$ cat config.mk
export PLATFORM = sky130hd
export DESIGN_NAME = usb_stream_arbiter
export DESIGN_NICKNAME = d
export VERILOG_FILES = /design/src/rtl/usb_stream_pkg.sv /design/src/rtl/rr_arbiter2.sv /design/src/rtl/usb_stream_arbiter.sv
export SDC_FILE = /design/constraint.sdc
export NUM_CORES = 1
export LEC_CHECK = 0
export ABC_AREA = 1
export CAP_MARGIN = 20
export CORE_AREA = 2 2 57 100
export CTS_BUF_LIST = sky130_fd_sc_hd__clkbuf_16
export DETAILED_ROUTE_END_ITERATION = 8
export DIE_AREA = 0 0 59 102
export GPL_ROUTABILITY_DRIVEN = 0
export PLACE_DENSITY = 0.77
export SLEW_MARGIN = 25
export SYNTH_ARGS = -nofsm -noshare
export SYNTH_HDL_FRONTEND = slang
export SYNTH_HIERARCHICAL = 1
export SYNTH_SLANG_ARGS = --single-unit
$ cat constraint.sdc
create_clock -name clk -period 1.9 [get_ports clk]
set_input_delay 0.57 -clock clk [delete_from_list [all_inputs] [get_ports clk]]
set_output_delay 0.57 -clock clk [all_outputs]
set_load 0.005 [all_outputs]
$ cat src/rtl/usb_stream_pkg.sv
// Shared types and constants for the USB sample-stream arbiter.
package usb_stream_pkg;

    typedef enum logic [1:0] {
        IDLE = 2'd0,
        HDR  = 2'd1,
        MSB  = 2'd2,
        LSB  = 2'd3
    } state_t;

    localparam int unsigned PKT_BYTES            = 3;
    localparam logic [3:0]  HEADER_MAGIC_DEFAULT = 4'hA;

    // Header byte: magic nibble, three zero bits, then the channel ID.
    function automatic logic [7:0] make_header(input logic [3:0] magic, input logic ch);
        return {magic, 3'b000, ch};
    endfunction

endpackage

$ cat src/rtl/rr_arbiter2.sv
// Two-request round-robin arbiter with a one-hot grant and a remembered last winner.
module rr_arbiter2 (
    input  logic       clk,
    input  logic       rst,
    input  logic [1:0] req_i,
    input  logic       ack_i,
    output logic [1:0] grant_o
);

    logic last_grant_q;
    logic last_grant_d;

    // Grant: on contention pick the channel that did not win last; otherwise the lone requester.
    always_comb begin
        grant_o = 2'b00;
        if (req_i == 2'b11) begin
            grant_o = last_grant_q ? 2'b01 : 2'b10;
        end else begin
            grant_o = req_i;
        end
        last_grant_d = ack_i ? grant_o[1] : last_grant_q;
    end

    // Remember the accepted winner; reset favours channel 0 on first contention.
    always_ff @(posedge clk) begin
        if (rst) begin
            last_grant_q <= 1'b1;
        end else begin
            last_grant_q <= last_grant_d;
        end
    end

endmodule

$ cat src/rtl/usb_stream_arbiter.sv
// Merges two 16-bit sample streams into 3-byte packets (header, MSB, LSB)
// for an FT232H byte FIFO sink, with round-robin arbitration and lossless backpressure.
module usb_stream_arbiter
    import usb_stream_pkg::*;
#(
    parameter logic [3:0]  HEADER_MAGIC = HEADER_MAGIC_DEFAULT,
    parameter int unsigned SAMPLE_W     = 16
) (
    input  logic                clk,
    input  logic                rst,
    input  logic [SAMPLE_W-1:0] ch0_tdata,
    input  logic                ch0_tvalid,
    output logic                ch0_tready,
    input  logic [SAMPLE_W-1:0] ch1_tdata,
    input  logic                ch1_tvalid,
    output logic                ch1_tready,
    output logic [7:0]          out_tdata,
    output logic                out_tvalid,
    input  logic                out_tready,
    output logic [15:0]         pkt_count
);

    state_t              state_q, state_d;
    logic [SAMPLE_W-1:0] sample_q, sample_d;
    logic                ch_q, ch_d;
    logic [15:0]         pkt_count_q, pkt_count_d;
    logic [1:0]          grant;
    logic                in_hs;

    rr_arbiter2 u_rr (
        .clk     (clk),
        .rst     (rst),
        .req_i   ({ch1_tvalid, ch0_tvalid}),
        .ack_i   (in_hs),
        .grant_o (grant)
    );

    // Input readiness: only in IDLE, only for the granted channel, never during reset.
    always_comb begin
        ch0_tready = (state_q == IDLE) && !rst && grant[0];
        ch1_tready = (state_q == IDLE) && !rst && grant[1];
        in_hs      = (ch0_tvalid && ch0_tready) || (ch1_tvalid && ch1_tready);
    end

    // Packet FSM next state and byte output; bytes advance only on out_tready.
    always_comb begin
        state_d     = state_q;
        sample_d    = sample_q;
        ch_d        = ch_q;
        pkt_count_d = pkt_count_q;
        out_tvalid  = 1'b0;
        out_tdata   = 8'h00;
        case (state_q)
            IDLE: begin
                if (in_hs) begin
                    sample_d = ch1_tready ? ch1_tdata : ch0_tdata;
                    ch_d     = ch1_tready;
                    state_d  = HDR;
                end
            end
            HDR: begin
                out_tvalid = 1'b1;
                out_tdata  = make_header(HEADER_MAGIC, ch_q);
                if (out_tready) state_d = MSB;
            end
            MSB: begin
                out_tvalid = 1'b1;
                out_tdata  = sample_q[15:8];
                if (out_tready) state_d = LSB;
            end
            LSB: begin
                out_tvalid = 1'b1;
                out_tdata  = sample_q[7:0];
                if (out_tready) begin
                    state_d     = IDLE;
                    pkt_count_d = pkt_count_q + 16'd1;
                end
            end
            default: state_d = IDLE;
        endcase
    end

    // State, captured sample and packet counter registers.
    always_ff @(posedge clk) begin
        if (rst) begin
            state_q     <= IDLE;
            sample_q    <= '0;
            ch_q        <= 1'b0;
            pkt_count_q <= '0;
        end else begin
            state_q     <= state_d;
            sample_q    <= sample_d;
            ch_q        <= ch_d;
            pkt_count_q <= pkt_count_d;
        end
    end

    assign pkt_count = pkt_count_q;

endmodule

==> flow_summary.json <==
{
  "grt_max_degree": 33,
  "nNetsFinal": 447,
  "synthMuxAreaShare_pct": 0,
  "ys_seq_area_share_pct": 35.5,
  "cp_max_fo": 4,
  "switching_power_uw": 820,
  "first_global_vias": 2213,
  "combPwrFrac_pct": 35.5,
  "clock_latency_ns": 0.28,
  "cp_slowest_stage_delay_ns": 0.37,
  "die_w_um": 59,
  "yosysTopAreaCell": "dfxtp_1",
  "hpwl_um": 4130,
  "cts_root_buf": "clkbuf_16",
  "post-place-ws_ns": -0.658,
  "io_buffers": 63,
  "rsz0062_at_grt": "yes",
  "crit_required_ns": 1.33,
  "fin_worst_skew_ns": 0.00494,
  "cts_tree": "built",
  "diodes": 0,
  "area_growth_pct": 53.7,
  "cts_sinks": 36,
  "critPathLaunchType": "flop",
  "firstDrtPassIters": 4,
  "ys_types": 31,
  "violations": "negative setup slack",
  "setup_violations": 4,
  "cts.path.max_buffers": 2,
  "p_int_uw": 1790,
  "crit_top_cell": "nand2_1",
  "antenna_found_initial": 0,
  "crit_buf_inv": 3,
  "layout_commonest_cell": "nand2_1",
  "drt-vias-per-instance": 4.98,
  "syn_nets": 353,
  "ant_nets": 0,
  "synthFlopType": "dfxtp_1",
  "synthAdderAreaFrac_pct": 3.70,
  "min_period_over_period_pct": 104,
  "drt-initial-drc-count": 119,
  "worst_slew_pin_slew_ns": 0.285,
  "path_cells": "inv_4 -> ha_4 -> buf_6 -> a22o_1 -> nand2_1 -> nand2_1 -> buf_2",
  "drc": 0,
  "synth_area_per_cell_um2": 6.55,
  "setup_slack_ns": -0.0807,
  "cellLeakagePower_uw": 0.00138,
  "gr-usage-all-layers_pct": 19.4,
  "yosysTopAreaCellShare_pct": 35.5,
  "fin_setup_tns_ns": -0.197,
  "synth_compound_area_share_pct": 12.6,
  "top_level_ports": 64,
  "coreArea_mm2": 0.00517,
  "end_kind": "primary output",
  "synthArstFlopShare_pct": 0,
  "finalHoldViolCount": 0,
  "min_path_type": "flop to flop",
  "ff2ff_setup_slack_ns": 0.18,
  "yosys_warnings": 6,
  "p_seq_share_pct": 35.3,
  "ys_ff_latch": 36,
  "yosys.area_share.simple_pct": 40.0,
  "finalWirelength_um": 5530,
  "path_class": "flop to primary output",
  "die_h_um": 102,
  "rows": 35,
  "start_util_pct": 39.3,
  "slew_violations": 0,
  "relSlewSlack_pct": 81.0,
  "grt_overflow": 0,
  "status": "finished, violations left",
  "cp_data_arrival_time_ns": 1.41,
  "wire_per_inst_um": 12.0,
  "vdd_drop_max_v": 0.000669,
  "sw_frac_of_total_pct": 31.5,
  "syn-cell-area_mm2": 0.00203,
  "synth_cells": 310,
  "synth_edf_count": 0,
  "synth_xor_area_share_pct": 0,
  "grt_pass1_wl_um": 9110,
  "p_total_uw": 2610,
  "htree_levels": 2,
  "cap_violations": 0,
  "drive_gt1_share_pct": 21.0,
  "powerDensity_mw_per_mm2": 835,
  "finalWorstPathRequiredPeriod_ns": 1.98,
  "num_vias": 2290,
  "synth.area.top_cells": "dfxtp_1, nand2_1, nor2_1",
  "fmaxAchievable_mhz": 505,
  "critical_path.top_delay_family": "flip-flops",
  "final_cell_mix": "nand2_1, nor2_1, clkdlybuf4s50_1",
  "synth_top_family_by_area": "simple AND/OR/NAND/NOR gates",
  "clkPwrFrac_pct": 29.2,
  "slowest_stage": "dfxtp_4",
  "numCtsBuffers": 5,
  "path_clk_slew_ns": 0.05,
  "dieArea_mm2": 0.00602
}
-- power groups by stage --
| stage | Sequential (uW) | Combinational [uW] | Clock [uW] |
|---|---|---|---|
| floorplan | 888 | 413 | 0 |
| global placement | 906 | 758 | 0 |
| detailed placement | 906 | 774 | 0 |
| CTS | 918 | 874 | 774 |
| global route | 925 | 1020 | 801 |
| finish | 919 | 927 | 762 |
-- routing by layer --
| metal | global-route usage [%] | wire, um | part of all wire (%) | vias to the layer above |
|---|---|---|---|---|
| met5 | 0 | 0 | 0 | - |
| met3 | 3.04 | 236 | 4.3 | 18 |
| met4 | 10.5 | 223 | 4.0 | 0 |
| met1 | 19.2 | 2050 | 37 | 1015 |
| met2 | 36.8 | 3020 | 55 | 86 |
| li1 | - | - | - | 1171 |
-- state kept, by name (all words and copies together), names as in the netlist --
signal and cells:
pkt_count 16, ch_q 1, sample_q 16, state_q 2, u_rr/last_grant_q 1
-- stage by stage --
step                      util (%)  instances  hold WS [ns]  cell area, um2
after floorplan                  -        310         0.442            2030
after global placement        55.4        445         0.461            2860
after detailed placement      55.4        445         0.467            2860
after CTS                     59.8        459         0.476            3090
after global routing          60.4        460         0.495            3120
final                         60.4        460         0.473            3120
-- cell usage after synthesis, drive strengths merged (2+ instances only) --
| master | count |
|---|---|
| nor3 | 2 |
| nand3 | 8 |
| inv | 26 |
| nand4 | 9 |
| o21ai | 22 |
| nand2 | 103 |
| a21oi | 18 |
| o21bai | 3 |
| dfxtp | 36 |
| nor2 | 61 |
| ha | 6 |
| a22o | 2 |
| buf | 7 |
| clkbuf | 2 |
-- tightest hold or removal path: stages (launching register included) --
cell and delay [ns]:
dfxtp_1 0.31, nand2_1 0.07, a21oi_2 0.05
-- logic make-up (layout without fill, tap and decap cells) --
group | after synthesis | in the layout
adders and majority gates | 6 | 6
and+or+nand+nor | 187 | 187
buffers and inverters | 35 | 130
DFF | 36 | 36
AOI/OAI and AO/OA | 46 | 46
-- what timing repair did --
action | CTS | global route
hold buffers | 0 | 0
gates cloned | 0 | 0
endpoints found under the setup margin | 11 | 8
pin swaps | 9 | 4
hold endpoints to repair | 0 | 0
resized for setup | 70 | 11
setup buffers | 6 | 1
-- worst paths after layout --
| kind | depth (start not counted) | start | endpoint |
|---|---|---|---|
| hold reg to reg | 2 | ch_q | ch_q |
| setup reg to reg | 8 | state_q[0] | state_q[1] |
| setup / recovery | 7 | state_q[0] | out_tdata[7] |
| hold / removal | 2 | ch_q | ch_q |
-- layout make-up --
type	count	area [um2]
clock buffer	5	125
clock inverter	3	11.3
fill	474	2050
inverter	26	105
multi-input combinational	239	1230
sequential	36	728
tap	55	68.8
timing repair buffer	96	851
Power figures use the tool's default switching activity.
